==> config.mk <==
export PLATFORM = sky130hd
export DESIGN_NAME = sub_byte_sequencer
export DESIGN_NICKNAME = d
export VERILOG_FILES = /design/src/rtl/sub_byte_sequencer.sv
export SDC_FILE = /design/constraint.sdc
export NUM_CORES = 1
export LEC_CHECK = 0
export ABC_AREA = 0
export BUFFER_PORTS_ARGS = -buffer_cell sky130_fd_sc_hd__buf_4
export CAP_MARGIN = 20
export CORE_AREA = 2 2 82 115
export CTS_BUF_LIST = sky130_fd_sc_hd__clkbuf_2
export CTS_CLUSTER_DIAMETER = 200
export CTS_CLUSTER_SIZE = 24
export DETAILED_ROUTE_END_ITERATION = 8
export DIE_AREA = 0 0 84 117
export GPL_TIMING_DRIVEN = 0
export PLACE_DENSITY = 0.74
export SYNTH_ARGS = -nofsm -noshare
export SYNTH_HDL_FRONTEND = slang
export SYNTH_SLANG_ARGS = --single-unit
==> constraint.sdc <==
create_clock -name clk -period 11.4 [get_ports clk]
set_clock_uncertainty 0.1 [all_clocks]
set_input_delay 2.28 -clock clk [delete_from_list [all_inputs] [get_ports clk]]
set_output_delay 2.28 -clock clk [all_outputs]
set_load 0.005 [all_outputs]
==> src/rtl/sub_byte_sequencer.sv <==
// Multi-byte subtraction sequencer: one 8-bit ripple-borrow slice reused LSB-first across NBYTES cycles.
// Optional zero/ovf result flags are built when SUB_SEQ_FLAGS_EN is defined.
module sub_byte_sequencer #(
    parameter int NBYTES = 4
) (
    input  logic                  clk,
    input  logic                  rst,
    input  logic                  in_valid,
    output logic                  in_ready,
    input  logic [8*NBYTES-1:0]   a,
    input  logic [8*NBYTES-1:0]   b,
    input  logic                  bin,
    output logic                  out_valid,
    input  logic                  out_ready,
    output logic [8*NBYTES-1:0]   diff,
    output logic                  bout,
    output logic                  busy
`ifdef SUB_SEQ_FLAGS_EN
    ,
    output logic                  zero,
    output logic                  ovf
`endif
);

    localparam int W    = 8 * NBYTES;
    localparam int IDXW = (NBYTES > 1) ? $clog2(NBYTES) : 1;
    localparam logic [IDXW-1:0] LAST = IDXW'(NBYTES - 1);

    typedef enum logic [1:0] {IDLE, RUN, DONE} state_t;

    state_t          state, state_nxt;
    logic [W-1:0]    opa, opb;
    logic [IDXW-1:0] idx;
    logic            borrow;
    logic [8:0]      slice;
    logic [W-1:0]    diff_upd;

    // Bit 8 of the 9-bit result is the borrow out of this byte.
    function automatic logic [8:0] sub_slice(input logic [7:0] x, input logic [7:0] y,
                                             input logic bi);
        return {1'b0, x} - {1'b0, y} - {8'b0, bi};
    endfunction

    assign slice = sub_slice(opa[8*idx +: 8], opb[8*idx +: 8], borrow);

    always_comb begin
        diff_upd             = diff;
        diff_upd[8*idx +: 8] = slice[7:0];
    end

    always_ff @(posedge clk) begin
        if (rst) state <= IDLE;
        else     state <= state_nxt;
    end

    always_comb begin
        state_nxt = state;
        case (state)
            IDLE:    if (in_valid)   state_nxt = RUN;
            RUN:     if (idx == LAST) state_nxt = DONE;
            DONE:    if (out_ready)  state_nxt = IDLE;
            default: state_nxt = IDLE;
        endcase
    end

    always_comb begin
        in_ready  = 1'b0;
        out_valid = 1'b0;
        busy      = 1'b0;
        case (state)
            IDLE:    in_ready = 1'b1;
            RUN:     busy = 1'b1;
            DONE: begin
                busy      = 1'b1;
                out_valid = 1'b1;
            end
            default: ;
        endcase
    end

    // Operands are not reset: they are always reloaded before use.
    always_ff @(posedge clk) begin
        if (state == IDLE && in_valid && !rst) begin
            opa <= a;
            opb <= b;
        end
    end

    always_ff @(posedge clk) begin
        if (rst) begin
            diff   <= '0;
            bout   <= 1'b0;
            borrow <= 1'b0;
            idx    <= '0;
`ifdef SUB_SEQ_FLAGS_EN
            zero   <= 1'b0;
            ovf    <= 1'b0;
`endif
        end else begin
            case (state)
                IDLE: begin
                    if (in_valid) begin
                        borrow <= bin;
                        idx    <= '0;
                        diff   <= '0;
                    end
                end
                RUN: begin
                    diff   <= diff_upd;
                    borrow <= slice[8];
                    if (idx == LAST) begin
                        idx  <= '0;
                        bout <= slice[8];
`ifdef SUB_SEQ_FLAGS_EN
                        zero <= (diff_upd == '0);
                        ovf  <= (opa[W-1] ^ opb[W-1]) & (slice[7] ^ opa[W-1]);
`endif
                    end else begin
                        idx <= idx + IDXW'(1);
                    end
                end
                default: ;
            endcase
        end
    end

endmodule

* After elaboration in Yosys (flattened, before gate mapping)
Index checks and enable logic that the tools add are counted.
** Cells by class
- Reductions and logical operators :: 9
- Shifts and indexed selects :: 4
- Equality and inequality tests :: 6
- $add $sub $neg :: 4
- Muxes and demuxes :: 15
** Operator list (count)
- $pmux W32 S2 :: 1
- $shiftx A32 B6 Y8 :: 2
- $neg A5 Y34 :: 1
- $shift A8 B34 Y32 const A :: 1
- $shiftx A8 B34 Y32 :: 1
- $bwmux W32 :: 1
- $mux W32 :: 1
- $mux W2 :: 5
- $sub A8 B8 Y9 :: 1
- $sub A9 B1 Y9 :: 1
- $ne A2 B2 Y1 const B :: 3
- $pmux W2 S3 :: 1
- $eq A2 B2 Y1 const B :: 2
- $mux W1 :: 4
- $pmux W2 S2 :: 1
- $reduce_and A2 Y1 :: 2
- $reduce_and A3 Y1 :: 1
- $add A2 B1 Y2 const B :: 1
- $eq A2 B1 Y1 const B :: 1
- $logic_and A1 B1 Y1 :: 2
- $logic_not A2 Y1 :: 1
- $pmux W1 S2 :: 1
- $reduce_bool A2 Y1 :: 1
- $reduce_or A2 Y1 :: 1
- $logic_not A1 Y1 :: 1
** Word-level totals
- Register bits :: 102
- Input port bits :: 69
- Logic and storage cells :: 45

* Logic depth before layout (Yosys ltp)
Gate-level depths: netlist (run 1).
- Depth after elaboration :: 6
- Mapped depth :: 12
- Mapped depth without buffers :: 10

* Least setup slack after synthesis (run 1)
OpenSTA, ideal clock, no wires.
- Path kind :: input to register
- From :: input rst
- To :: register opa[0], enable pin
- Arrival time :: 5.326 ns
- Setup slack :: 5.488 ns
- Path buffers :: 2
- Stages :: 3
- Path through :: clkbuf_1 -> clkbuf_1 -> nor2_1
** Between the ends
- Cells in the longest elaborated chain, start to end :: 2
** Ends and longest elaborated chain
- start: declaration :: RTL line 7 : input logic rst,
- $logic_not A1 Y1 :: RTL line 83 : if (state == IDLE && in_valid && !rst) begin
- $logic_and A1 B1 Y1 :: RTL line 83
- end signal: assignment :: RTL line 84 : opa <= a;
- end: declaration :: RTL line 32 : logic [W-1:0] opa, opb;
Every way passes these cells.
A chain may end at the register's enable or synchronous reset.

* Worst setup path in the final report (run 1)
- From :: register idx[0]
- To :: register bout
** Between the ends
- Cells in the longest elaborated chain, start to end :: 3
** Ends and longest elaborated chain
- start: declaration :: RTL line 33 : logic [IDXW-1:0] idx;
- start signal: assignment :: RTL line 119 : idx <= idx + IDXW'(1);
- $shiftx A32 B6 Y8 :: RTL line 44 : assign slice = sub_slice(opa[8*idx +: 8], opb[8*idx +: 8], borrow);
- $sub A8 B8 Y9 :: RTL line 41 : return {1'b0, x} - {1'b0, y} - {8'b0, bi};
- $sub A9 B1 Y9 :: RTL line 41
- end signal: assignment :: RTL line 113 : bout <= slice[8];
- end: declaration :: RTL line 16 : output logic bout,
Parallel ways exist; a longest one is shown, timed or not.

==> results of run 1 <==
-- kinds of logic (layout without fill, tap and decap cells) --
logic type / count (synthesis) / count (layout) / synth area share
XOR/XNOR: 5 / 5 / 0.0101
buffers and inverters: 38 / 157 / 0.0339
AND/OR/NAND/NOR: 65 / 65 / 0.0765
AO/OA/AOI/OAI: 68 / 68 / 0.110
flip-flops: 102 / 102 / 0.622
adder cells (fa/ha/maj): 21 / 21 / 0.0644
multiplexers: 16 / 16 / 0.0835
-- registers in the layout (all words and copies together), names as in the netlist --
signal and cells:
borrow 1, bout 1, state 2, diff 32
idx 2, opb 32, opa 32
-- placed cells by master, fill, tap and decap left out, types with 5 or more instances in the layout --
cell type / count
buf_4: 103
edfxtp_1: 64
dfxtp_1: 38
inv_1: 28
nor2_1: 23
a22oi_1: 20
ha_1: 19
mux4_2: 16
nand2_1: 16
o21ai_1: 13
a21oi_1: 12
clkbuf_2: 10
clkbuf_1: 6
nand3_1: 5
-- metal layers --
layer / vias to the layer above / track usage / share of wire
met3: 15 / 0.0358 / 0.059
met5: - / 0 / 0
li1: 1410 / - / -
met1: 1386 / 0.209 / 0.39
met4: 0 / 0.0989 / 0.021
met2: 113 / 0.327 / 0.53
-- critical path, cell delays in order (launching register included) --
cell,delay (ps)
dfxtp_1,520
buf_2,390
buf_2,400
mux4_2,580
fa_1,430
fa_1,440
nand2b_1,190
a2111oi_2,460
o31ai_1,210
xor2_1,190
a311oi_1,270
-- cell type report --
| cell class | count | area (sq um) |
|---|---|---|
| clock inverters | 5 | 75.1 |
| flip-flops and latches | 102 | 2680 |
| plain buffers | 10 | 41.3 |
| multi-input cells | 175 | 1490 |
| well taps | 107 | 134 |
| inverters | 28 | 105 |
| repair buffers | 104 | 793 |
| clock buffers | 10 | 50.0 |
| fillers | 710 | 3500 |
-- power by group through the flow --
stage               Combinational (mW)  Sequential, mW  Clock (mW)
finish                           0.204           0.424       0.182
detailed placement               0.204           0.432           0
global placement                 0.197           0.432           0
global route                     0.226           0.426       0.199
floorplan                        0.136           0.431           0
CTS                              0.205           0.424       0.186
-- Yosys cell counts (all sizes together) --
master	instances	area, sq um
a22oi	20	150
and3	1	6.26
o21ai	16	83.8
nand2	17	66.3
nand2b	2	12.5
a32o	4	40.0
nand3	5	25.0
o41a	1	11.3
a2111oi	2	23.8
and2	4	25.0
edfxtp	64	1920
nor3b	1	7.51
nor2b	2	12.5
clkbuf	6	22.5
a311oi	1	8.76
o31ai	2	15.0
a21oi	12	60.1
fa	2	40.0
a2bb2oi	1	8.76
inv	28	105
xnor2	2	17.5
buf	4	18.8
o21a	4	30.0
nand4	1	6.26
o32ai	1	8.76
nor3	3	15.0
a21o	1	7.51
nor4b	3	45.0
xor2	3	26.3
mux4	16	360
ha	19	238
a21boi	1	7.51
a221o	1	10.0
dfxtp	38	761
nor4	2	18.8
a32oi	1	8.76
nor2	24	90.1
-- how the worst min path moves through the flow --
stage	to	cells past startpoint	slack [ps]
after floorplan	diff[14]	2	350
after global placement	diff[13]	2	350
after detailed placement	diff[14]	2	350
after CTS	diff[14]	2	380
after global routing	diff[14]	2	400
final	diff[14]	2	370
-- per-stage QoR --
| stage | power (mW) | instances | cell area, sq um | util | hold WS [ps] |
|---|---|---|---|---|---|
| finish | 0.809 | 541 | 5380 | 0.606 | 372 |
| global route | 0.851 | 541 | 5380 | 0.606 | 403 |
| CTS | 0.815 | 541 | 5380 | 0.606 | 375 |
| detailed placement | 0.636 | 526 | 5250 | 0.592 | 349 |
| global placement | 0.630 | 525 | 5220 | 0.588 | 345 |
| floorplan | 0.567 | 315 | 4320 | - | 353 |
==> results.ini, run 1 <==
[logic_synthesis]
synth-seq-cells = 102
synthCells = 315
yosysUniqueCellTypes = 43
mappedNetlistArea_sq_um = 4320
synth_nets = 405
synth.avg_cell_area_sq_um = 13.7
yosys_warnings = 0
yosysSeqAreaShare = 0.622

[floorplanning]
die_y_microns = 117
rows = 41
core_sq_um = 8870
start_util = 0.486
floorplan.die_area_sq_um = 9830
chipWidth_microns = 84
io_pins = 105

[global_routing]
grt_pass1_wl_mm = 13.8
grt_pass1_vias = 2925
track_usage = 0.183
antenna_found_initial = 0
grt_start_max_net_pins = 40
grt-ovfl-total = 0

[routing]
viasPerCell = 5.40
drc = 0
wl_per_cell_microns = 15.8
drt_iter0_drc = 121
totalWireLength_mm = 8.56
vias = 2924
dr.pass1.iters = 4
antenna_left = 0

[job]
drv_cap = 0

[finish]
area_growth_pct = 24.6
drive_gt1_frac = 0.332
nets = 520
antenna_cells = 0

[power_and_ir_drop]
p_leak_nw = 2.09
p_int_mw = 0.571
pwr-share-comb = 0.252
p_sw_mw = 0.239
sw_frac_of_total = 0.295
powerDensity_nw_per_um2 = 151
ir_worst_vdd_mv = 0.0923
clock_power_share = 0.224
seqPwrFrac = 0.523

[cts]
cts_resized = 0
cts_buffers = 9
path_clk_slew_ps = 240
cts_tree = yes
clockBufferDepth = 2
cts_hold_buf = 0
postCtsSetupBuffers = 0
clk_latency_ps = 570
cts_max_level = 3
clock-sinks = 102
cts_root_buffer = clkbuf_2

[critical_path]
cp.required_ps = 11800
reg2reg_slack_ps = 7150
start_kind = flip-flop
timing.critical_path.to_type = flip-flop
reg2reg_from = idx[0]
path_class = flip-flop to flip-flop
crit_start = idx[0]
ff2ff_path_depth = 10
reg2reg_to = bout
endpoint = bout
arrival_ps = 4640
critPathMaxFanout = 10

[placed_design]
post-dp-hpwl_mm = 6.53
io_buffers = 103
gp_congestion = 0.804
pre_cts_ws_ps = 7120

[timing]
period_minus_slack_ps = 4250
rsz0062_at_grt = no
drv_slew = 0
post-route-period-util = 0.372
setup_viol = 0
setup_tns_ps = 0
slew_headroom = 0.388
setup_ws_ps = 7150
worst_pin_slew_ps = 916
hold_viol_final = 0
fmax_mhz = 236

[run_status]
outcome = complete, no violations

[min_path]
hp-class = flip-flop to flip-flop
min_from = diff[14]

Power figures use the tool's default switching activity.
==> run 2, diff against run 1 <==
clock period = 4.25 ns   (was 11.4 ns; I/O delays follow)
==> run 2 against run 1 <==
Fmax grew 7.7%. Clock power is 150% higher. Wire length grew 0.78%. Register-to-register slack got worse by 6800 ps. Highest routed layer unchanged. Sequential cell count is the same. Utilization rose by 0.084 points.
==> results.ini, run 2 (same netlist as run 1, synthesis figures left out) <==
[run_status]
outcome = complete, no violations

[floorplanning]
io_pins = 105  ; unchanged
rows = 41  ; unchanged
chipWidth_microns = 84  ; unchanged
die_y_microns = 117  ; unchanged
start_util = 0.486  ; unchanged
core_sq_um = 8870  ; unchanged
floorplan.die_area_sq_um = 9830  ; unchanged

[critical_path]
arrival_ps = 4330  ; -310 ps
cp.required_ps = 4640  ; -7160 ps
timing.critical_path.to_type = flip-flop
path_class = flip-flop to flip-flop
critPathMaxFanout = 10  ; unchanged
start_kind = flip-flop

[timing]
post-route-period-util = 0.927  ; +0.555
worst_pin_slew_ps = 914  ; -2.76 ps
drv_slew = 0  ; unchanged
fmax_mhz = 254  ; +7.7%
hold_viol_final = 0  ; unchanged
period_minus_slack_ps = 3940  ; -304 ps
setup_ws_ps = 309  ; -6850 ps
setup_viol = 0  ; unchanged
hold_slack_ps = 325  ; -47.1 ps
rsz0062_at_grt = no
slew_headroom = 0.389  ; +0.00185
setup_tns_ps = 0  ; unchanged

[finish]
final_common_cell = buf_4
antenna_cells = 0  ; unchanged
design_area_sq_um = 5380  ; +0.14%
reg_top3 = diff x32, opa x32, opb x32
nets = 519  ; -0.19%
final_cell_mix = buf_4 (104), edfxtp_1 (64), dfxtp_1 (37)
drive_gt1_frac = 0.341  ; +0.00922
finalNonFillerCells = 541  ; unchanged
area_growth_pct = 24.7
utilization = 0.607  ; +0.000845

[placed_design]
placed_area_sq_um = 5250  ; unchanged
gp_congestion = 0.839  ; +4.4%
post-dp-hpwl_mm = 6.59  ; +0.91%
dp_cells = 526  ; unchanged
pre_cts_ws_ps = -75.6  ; -7190 ps
io_buffers = 103  ; unchanged

[power_and_ir_drop]
powerDensity_nw_per_um2 = 398  ; +160%
power_mw = 2.14  ; +160%
ir_worst_vdd_mv = 0.252  ; +170%
p_leak_nw = 2.08  ; -0.25%

[cts]
cts_tree = yes
clockBufferDepth = 2  ; unchanged
clk_latency_ps = 580  ; about the same
path_clk_slew_ps = 250  ; about the same
cts_root_buffer = clkbuf_2
cts_hold_buf = 0  ; unchanged
clock-sinks = 102  ; unchanged
postCtsSetupBuffers = 0  ; unchanged
cts_max_level = 3  ; unchanged
cts_buffers = 9  ; unchanged

[routing]
drt_iter0_drc = 116  ; -4.1%
viasPerCell = 5.38  ; -0.48%
antenna_left = 0  ; unchanged
totalWireLength_mm = 8.63  ; +0.78%
drc = 0  ; unchanged
wl_per_cell_microns = 15.9  ; +0.78%
dr.pass1.iters = 4  ; unchanged
vias = 2910  ; -0.48%

[global_routing]
grt-ovfl-total = 0  ; unchanged
grt_pass1_wl_mm = 14.0  ; +1.7%
grt_pass1_vias = 2950  ; +0.85%
grt_start_max_net_pins = 40  ; unchanged
antenna_found_initial = 0  ; unchanged
track_usage = 0.186  ; +0.00343

[job]
drv_cap = 0  ; unchanged

[min_path]
hp-class = primary input to flip-flop

## run 2: changes by cell type in the layout (fill, tap and decap cells not counted), sizes merged
| cell | change |
|---|---|
| bufinv | -1 |
| clkinvlp | +1 |
| inv | +1 |
| buf | -2 |
| clkinv | +1 |
## run 2: worst paths after layout
path | depth (start not counted) | slack [ps] | to | start
worst max-delay path | 10 | 310 | bout | idx[0]
worst min-delay path | 1 | 330 | opb[6] | b[6]
worst max register to register | 10 | 310 | bout | idx[0]
worst min register to register | 2 | 380 | diff[22] | diff[22]
## run 2: worst max-delay path, cell delays in order (launching register included)
cell and delay [ps]:
dfxtp_2 450, clkbuf_4 290, buf_4 270, mux4_2 540
fa_1 440, fa_1 430, nand2b_1 220, a2111oi_4 420
o31ai_1 220, xor2_1 190, a311oi_1 300
## run 2: cell type report
type                            instances  area (sq um)
Buffer                                  9          42.5
Clock buffer                            9          45.0
Clock inverter                          7          72.6
Fill cell                             731          3490
Inverter                               28           105
Multi-Input combinational cell        175          1510
Sequential cell                       102          2680
Tap cell                              107           134
Timing Repair Buffer                  104           793
## run 2: timing repair
item / in CTS / in global routing
pin swaps: 0 / 0
resized for setup: 1 / 3
endpoints found under the hold margin: 0 / 0
endpoints found under the setup margin: 1 / 2
cloned: 0 / 0
## run 2: power breakdown
group | leakage [nW] | internal [mW] | switching [mW]
sequential | 0.901 | 1.12 | 0.0192
combinational | 1.11 | 0.229 | 0.326
clock | 0.0683 | 0.136 | 0.315
total | 2.08 | 1.48 | 0.660
## run 2: per-layer routing
| layer | vias up | share of wire | track usage |
|---|---|---|---|
| li1 | 1411 | - | - |
| met1 | 1397 | 0.40 | 0.209 |
| met2 | 89 | 0.53 | 0.343 |
| met3 | 13 | 0.049 | 0.0358 |
| met4 | 0 | 0.022 | 0.0882 |
| met5 | - | 0 | 0 |
